===== config.mk =====
export PLATFORM = sky130hd
export DESIGN_NAME = ppt_sequencer
export DESIGN_NICKNAME = d
export VERILOG_FILES = /design/src/rtl/ppt_pkg.sv /design/src/rtl/ppt_prescaler.sv /design/src/rtl/ppt_sequencer.sv
export SDC_FILE = /design/constraint.sdc
export NUM_CORES = 1
export LEC_CHECK = 0
export ABC_AREA = 1
export ABC_CLOCK_PERIOD_IN_PS = 6800
export BUFFER_PORTS_ARGS = -buffer_cell sky130_fd_sc_hd__buf_2
export CELL_PAD_IN_SITES_DETAIL_PLACEMENT = 0
export CELL_PAD_IN_SITES_GLOBAL_PLACEMENT = 1
export CORE_ASPECT_RATIO = 0.5
export CORE_MARGIN = 2
export CORE_UTILIZATION = 45
export DETAILED_ROUTE_END_ITERATION = 12
export GPL_ROUTABILITY_DRIVEN = 1
export GPL_TIMING_DRIVEN = 0
export PLACE_DENSITY_LB_ADDON = 0.1
export SKIP_LAST_GASP = 1
export SLEW_MARGIN = 0
export SYNTH_ARGS = -nofsm -noshare
export SYNTH_HDL_FRONTEND = slang
export SYNTH_SLANG_ARGS = --single-unit

===== constraint.sdc =====
create_clock -name clk -period 6.8 [get_ports clk]
set_input_delay 0 -clock clk [delete_from_list [all_inputs] [get_ports clk]]
set_output_delay 0 -clock clk [all_outputs]
set_load 0.005 [all_outputs]

===== src/rtl/ppt_pkg.sv =====
// ppt_pkg: shared state encoding and widths for the PPT pulse sequencer.
package ppt_pkg;

    localparam int CNT_W = 16;
    localparam int DIV_W = 5;
    localparam int PRE_W = 32;

    typedef enum logic [1:0] {
        ST_IDLE = 2'd0,
        ST_HIGH = 2'd1,
        ST_LOW  = 2'd2,
        ST_DONE = 2'd3
    } state_t;

endpackage


===== src/rtl/ppt_prescaler.sv =====
// ppt_prescaler: 32-bit free-running divider that pulses tick every 2^(clk_div+1) clocks.
module ppt_prescaler #(
    parameter int DIV_W = ppt_pkg::DIV_W
) (
    input  logic             clk,
    input  logic             rstn,
    input  logic             clr,
    input  logic [DIV_W-1:0] clk_div,
    output logic             tick
);
    import ppt_pkg::*;

    logic [PRE_W-1:0] cnt;
    logic [PRE_W-1:0] term;
    logic [DIV_W-1:0] sh;

    // Terminal value 2^(clk_div+1)-1 is an all-ones mask shifted down, so clk_div=31 needs no 33rd bit.
    always_comb begin
        sh   = DIV_W'(PRE_W - 1) - clk_div;
        term = {PRE_W{1'b1}} >> sh;
        tick = (cnt == term);
    end

    always_ff @(posedge clk or negedge rstn) begin
        if (!rstn)
            cnt <= '0;
        else
            cnt <= (clr || tick) ? '0 : cnt + 1'b1;
    end

endmodule


===== src/rtl/ppt_sequencer.sv =====
// ppt_sequencer: fires a train of count pulses of hi ticks separated by lo ticks on the PPT trigger.
module ppt_sequencer #(
    parameter int CNT_W = ppt_pkg::CNT_W,
    parameter int DIV_W = ppt_pkg::DIV_W
) (
    input  logic             clk,
    input  logic             rstn,
    input  logic [DIV_W-1:0] clk_div,
    input  logic [CNT_W-1:0] period,
    input  logic [CNT_W-1:0] width,
    input  logic [CNT_W-1:0] count,
    input  logic             run_ppt,
    output logic             fire,
    output logic [CNT_W-1:0] count_done,
    output logic             done,
    output logic             busy
);
    import ppt_pkg::*;

    state_t           state, state_d;
    logic [CNT_W-1:0] hi_len, lo_len, cnt_sh, tcnt;
    logic [CNT_W-1:0] hi_calc, lo_calc, cd_inc, tcnt_d, count_done_d;
    logic             done_d, start, phase_end, tick, idle_like;

    assign idle_like = (state == ST_IDLE) || (state == ST_DONE);

    ppt_prescaler #(.DIV_W(DIV_W)) u_pre (
        .clk     (clk),
        .rstn    (rstn),
        .clr     (idle_like),
        .clk_div (clk_div),
        .tick    (tick)
    );

    always_comb begin
        hi_calc      = (width == '0) ? CNT_W'(1) : width;
        lo_calc      = (period > hi_calc) ? period - hi_calc : CNT_W'(1);
        cd_inc       = count_done + CNT_W'(1);
        start        = (state == ST_IDLE) && run_ppt && (count != '0);
        phase_end    = tick && (tcnt == ((state == ST_HIGH) ? hi_len : lo_len) - CNT_W'(1));
        state_d      = state;
        done_d       = done;
        count_done_d = count_done;
        tcnt_d       = tick ? tcnt + CNT_W'(1) : tcnt;
        case (state)
            ST_IDLE: begin
                tcnt_d = '0;
                if (run_ppt) begin
                    state_d      = start ? ST_HIGH : ST_DONE;
                    done_d       = !start;
                    count_done_d = '0;
                end
            end
            ST_HIGH: begin
                if (!run_ppt) begin
                    state_d = ST_IDLE;
                    tcnt_d  = '0;
                end else if (phase_end) begin
                    count_done_d = cd_inc;
                    tcnt_d       = '0;
                    state_d      = (cd_inc == cnt_sh) ? ST_DONE : ST_LOW;
                    done_d       = (cd_inc == cnt_sh);
                end
            end
            ST_LOW: begin
                if (!run_ppt) begin
                    state_d = ST_IDLE;
                    tcnt_d  = '0;
                end else if (phase_end) begin
                    state_d = ST_HIGH;
                    tcnt_d  = '0;
                end
            end
            default: begin
                tcnt_d = '0;
                if (!run_ppt)
                    state_d = ST_IDLE;
            end
        endcase
    end

    always_ff @(posedge clk or negedge rstn) begin
        if (!rstn) begin
            state      <= ST_IDLE;
            fire       <= 1'b0;
            busy       <= 1'b0;
            done       <= 1'b0;
            count_done <= '0;
            tcnt       <= '0;
        end else begin
            state      <= state_d;
            fire       <= (state_d == ST_HIGH);
            busy       <= (state_d == ST_HIGH) || (state_d == ST_LOW);
            done       <= done_d;
            count_done <= count_done_d;
            tcnt       <= tcnt_d;
        end
    end

    // Shadow copies make mid-run register writes invisible to the active train.
    always_ff @(posedge clk or negedge rstn) begin
        if (!rstn) begin
            hi_len <= CNT_W'(1);
            lo_len <= CNT_W'(1);
            cnt_sh <= '0;
        end else if (start) begin
            hi_len <= hi_calc;
            lo_len <= lo_calc;
            cnt_sh <= count;
        end
    end

endmodule


# After elaboration in Yosys (flattened, before gate mapping)
# Index checks and enable logic that the tools add are counted.
word_totals:
  register_bits: 117
  elab_cells: 68
  in_bits: 56
op_classes:
  reduce_logical: 13
  mux: 25
  n_lt_le_gt_ge: 1
  shift: 1
  eq_ne: 12
  addsub: 6
op_table:
  columns: ["op", "count"]
  rows:
  - ["$mux 16", 10]
  - ["$add 16x1->16 const B", 2]
  - ["$add 32x1->32 const B", 1]
  - ["$eq 16x16->1", 2]
  - ["$eq 32x32->1", 1]
  - ["$mux 32", 1]
  - ["$pmux 16 s2", 1]
  - ["$shr 32x5->32 const A", 1]
  - ["$gt 16x16->1", 1]
  - ["$logic_not 16->1", 1]
  - ["$reduce_bool 16->1", 1]
  - ["$sub 16x1->16 const B", 1]
  - ["$sub 16x16->16", 1]
  - ["$mux 2", 7]
  - ["$eq 2x2->1 const B", 3]
  - ["$ne 2x2->1 const B", 3]
  - ["$pmux 2 s3", 1]
  - ["$sub 5x5->5 const A", 1]
  - ["$eq 2x1->1 const B", 2]
  - ["$mux 1", 4]
  - ["$ne 4x2->1 const B", 1]
  - ["$reduce_and 4->1", 1]
  - ["$logic_and 1x1->1", 3]
  - ["$logic_or 1x1->1", 3]
  - ["other kinds (5)", 5]

# Logic depth before layout (Yosys ltp)
logic_depth:
  depth_word: 10
  depth_mapped: 26
  ltp_nobuf: 24

# By module
# From an unflattened synthesis, not the netlist that was laid out.
unflattened:
  hier_cells: 1326
  hier_area_um2: 8748.4
by_module_without_submodules:
  columns: ["mod", "cells_per_inst", "instances", "seq_area_each_um2", "area_per_inst_um2"]
  rows:
  - ["ppt_sequencer", 898, 1, 2129.5, 6044.5]
  - ["ppt_prescaler", 428, 1, 800.8, 2703.8]

# Least setup slack after synthesis
# No wires, ideal clock.
synth_path:
  kind: "register to register"
  start: "reg state[1]"
  end: "reg busy"
  path_slack_ns: 3.773
  n_path_buf: 3
  t_arrival_ns: 2.964
  stages_incl_launch_ff: 25
  path_cell_list: "dfrtp_1 inv_1 ha_1 buf_6 buf_6 nand2_1 nand2_2 ha_1 nand3_1 nor2_2 nand2_1 inv_1 nand2_1 nand3_1 nand2_1 nor2_1 nand2_1 nor2_1 nand2_1 buf_2 a21oi_1 nand2_1 a21oi_1 ha_1 inv_1"
synth_between:
  elab_chain_cells: 10
  word_cells_on_any_way: 20
  classes_between: "add/sub: 1; eq/ne: 5; mux: 9; reduce/logical: 5"
synth_lines:
  columns: ["element", "line_no", "text"]
  rows:
  - ["start, declared", "ppt_sequencer.sv:20", "state_t state, state_d;"]
  - ["start signal, assigned", "ppt_sequencer.sv:91", "state <= state_d;"]
  - ["$eq 2x1->1", "ppt_sequencer.sv:40, ppt_sequencer.sv:45", null]
  - ["$mux 16", "ppt_sequencer.sv:40", "phase_end = tick && (tcnt == ((state == ST_HIGH) ? hi_len : lo_len) - CNT_W'(1));"]
  - ["$sub 16x1->16", "ppt_sequencer.sv:40", null]
  - ["$eq 16x16->1", "ppt_sequencer.sv:40", null]
  - ["$logic_and 1x1->1", "ppt_sequencer.sv:40", null]
  - ["$mux 2 (on tied branches)", "ppt_sequencer.sv:69, ppt_sequencer.sv:58", null]
  - ["$mux 2 (on tied branches)", "ppt_sequencer.sv:66, ppt_sequencer.sv:55", null]
  - ["$pmux 2 s3 *", "ppt_sequencer.sv:45", "case (state)"]
  - ["net state_d[0]", "ppt_sequencer.sv:20", null]
  - ["$eq 2x1->1 or $eq 2x2->1 (tied branches)", "ppt_sequencer.sv:93", "busy <= (state_d == ST_HIGH) || (state_d == ST_LOW);"]
  - ["$logic_or 1x1->1 *", "ppt_sequencer.sv:93", null]
  - ["end signal, assigned", "ppt_sequencer.sv:93", null]
  - ["end, declared", "ppt_sequencer.sv:16", "output logic busy"]
# The timed path passes the listed nets; every way through them passes the cells marked *.
# A chain may end at the register's enable or synchronous reset.

# Final worst setup path
# Ends and elaborated chain as after synthesis.

==> flow_summary.toml <==
[outcome]
outcome = "finished, final reports clean"

[place]
dp.cells = 1574
numPortBuffers = 72
routabilityCongestion = 0.899
dp_hpwl_um = 18400
place_area_mm2 = 0.00918

[critical_path]
critical-path-slowest-cell = "dfrtp_1"
start_kind = "flop"
crit_fanout = 10
max_stage_delay_ns = 0.44
cp.required_ns = 7.16
arrival_ns = 4.05
cp_cell_sequence = "inv_1, ha_1, buf_6, buf_6, nand2_1, nand2_2, ha_1, nand3_1, nor2_2, nand2_1, inv_1, nand2_1, nand3_1, nand2_1, nor2_1, nand2_1, nor2_1, nand2_1, buf_2, a21oi_1, nand2_1, a21oi_1, ha_1, inv_1"
critPathKind = "flop to flop"
cp-end-kind = "flop"
cp_common_cell = "nand2_1"

[synthesis]
async_flop_share_pct = 100
netlist_area_mm2 = 0.00847
avgSynthCellArea_um2 = 6.82
ys_dominant_reg_cell = "dfrtp_1"
synth.distinct_cells = 47
synth_edf_count = 0
synth_nets = 1324
synth-seq-cells = 117
ys_seq_area_share_pct = 34.6
synth_warnings = 0
synthCells = 1242

[final_layout]
areaGrowthSynthToFinish_pct = 19.8
final_nets = 1450
fin_area_mm2 = 0.0101
num-fill-cells = 1845
final_cells = 1640
multi_input_area_mm2 = 0.00470
num_antenna_cells = 0
final_common_cell = "nand2_1"
final_cell_mix = "nand2_1 (376), inv_1 (166), nor2_1 (128)"
register_area_mm2 = 0.00293
drive_gt1_share_pct = 11.1

[timing]
setup_tns_ns = 0
period_share_pct = 54.3
finClkSkew_ns = 0.0128
slew_violations = 0
setup_violations = 0
whs_ns = 0.0393
period_minus_slack_ns = 3.69
max_freq_ghz = 0.271
final_hold_viol_count = 0
worst_pin_slew_ns = 0.848
slew_headroom_pct = 43.4
rsz0062_at_grt = "false"

[global_route]
grt_use_met3_pct = 3.91
grt_pass1_wl_um = 39400
grt_usage_pct = 25.3
overflow = 0
grt_pass1_vias = 8046
globalRoute.busiestLayer = "met2"
antenna_found_initial = 0
grtUsageMet1_pct = 32.8
gr-usage-met2_pct = 43.6
grt_max_degree = 66

[pwr]
clkPwrFrac_pct = 27.9
switching_share_pct = 42.0
seqPwrFrac_pct = 28.2
leakagePower_nw = 4.93
internal-power_mw = 2.00
switching_power_mw = 1.44
power_mw = 3.44
ir_drop_uv = 214
comb_power_share_pct = 43.8
p_per_area_mw_per_mm2 = 339

[clocking]
htree_levels = 4
post_cts_buffers = 0
cts_tree = "yes"
clock_sinks = 117
cts.repair.resized = 0
root_buffer = "clkbuf_16"
clk_pin_slew_ns = 0.06
cts-buffers-inserted = 17
clock_path_buffers = 2
clock_latency_ns = 0.43

[detailed_routing]
vias = 8397
wirelength_um = 24200
drt_pass1_iterations = 5
drt-wirelength-per-cell_um = 14.7
drcViolationCount = 0
viasPerCell = 5.12
ant_nets = 0
drt_iter0_markers = 374

[floorplan]
io_pins = 75
initial_core_util_pct = 45.9
die_height_um = 101
chipWidth_um = 198
core_area_mm2 = 0.0184
rows = 35
die_area_mm2 = 0.0200

[hold_path]
hp-class = "primary input to flop"

[flow_run]
cap_violations = 0
-- cell usage after synthesis, drive strengths merged, types with 18 or more instances --
cell	instances	area share, %
nand4	25	1.8
ha	25	3.7
dfrtp	115	34
a21oi	29	1.8
buf	18	1.8
nand2	387	18
inv	168	7.5
nor2	138	6.7
nor3	23	1.4
o21ai	99	6.1
nand3	89	5.4
xor2	44	4.6
-- through the flow --
| step | util [%] | setup slack (ns) |
|---|---|---|
| 2_1_floorplan | - | 3.77 |
| 3_3_place_gp | 49.6 | 3.21 |
| 3_5_place_dp | 49.8 | 3.16 |
| 4_1_cts | 55.0 | 3.11 |
| 5_1_grt | 55.0 | 2.72 |
| 6_report | 55.0 | 3.11 |
-- layer usage --
metal / up-vias / wire (um) / part of all wire, %
li1: 4242 / - / -
met1: 3948 / 11400 / 47
met2: 171 / 11400 / 47
met3: 36 / 907 / 3.8
met4: 0 / 416 / 1.7
met5: - / 0 / 0
-- path summary, 6_finish.rpt --
kind | from | to | slack, ns | cells after the start
worst max-delay path | state[1]$_DFF_PN0_ | busy$_DFF_PN0_ | 3.11 | 24
worst min-delay path | period[0] | lo_len[0]$_DFFE_PN1P_ | 0.04 | 6
worst max register to register | state[1]$_DFF_PN0_ | busy$_DFF_PN0_ | 3.11 | 24
worst min register to register | hi_len[14]$_DFFE_PN0P_ | hi_len[14]$_DFFE_PN0P_ | 0.49 | 2
max in group asynchronous | rstn | hi_len[0]$_DFFE_PN1P_ | 5.90 | 3
min in group asynchronous | rstn | u_pre.cnt[1]$_DFF_PN0_ | 0.14 | 2
-- cell type report --
type,count,share of cell area [%]
flip-flops and latches,117,28.9
clock inverters,12,1.76
multi-input cells,927,46.4
inverters,168,6.29
clock buffers,20,4.31
well taps,259,3.20
plain buffers,30,1.92
repair buffers,107,7.24
-- critical path: cells and delay by family, from the launching register on --
| family | cells | cell delay (ns) |
|---|---|---|
| AND/OR/NAND/NOR | 13 | 1.40 |
| buffers and inverters | 6 | 0.79 |
| adder cells (fa/ha/maj) | 3 | 0.62 |
| flip-flops | 1 | 0.44 |
| AO/OA/AOI/OAI | 2 | 0.34 |
-- registers in the layout (all words and copies together), names as in the netlist --
name,count
u_pre.cnt,32
tcnt,16
lo_len,16
hi_len,16
count_done,16
done,1
state,2
busy,1
cnt_sh,16
fire,1
-- kinds of logic (layout without fill, tap and decap cells) --
family          after synthesis  in the layout  synth area share, %
simple gates                691            691                 35.2
buf+inv                     198            337                 9.84
compound gates              152            152                 9.93
flops                       117            117                 34.6
xor+xnor                     58             58                 6.49
fa+ha+maj                    26             26                 3.93
-- timing repair --
| action | 4_1_cts | 5_1_grt |
|---|---|---|
| endpoints found under the setup margin | 0 | 0 |
| hold buffers | 34 | 0 |
| hold endpoints to repair | 97 | 0 |
-- power groups by stage --
| stage | Combinational, mW | Sequential, mW | Clock [mW] |
|---|---|---|---|
| final | 1.51 | 0.971 | 0.960 |
| after global routing | 1.71 | 0.991 | 1.01 |
| after CTS | 1.52 | 0.970 | 0.976 |
| after detailed placement | 1.49 | 0.980 | 0 |
| after global placement | 1.47 | 0.974 | 0 |
| after floorplan | 1.10 | 0.947 | 0 |
Note: power is estimated with default switching activity, not from simulation.
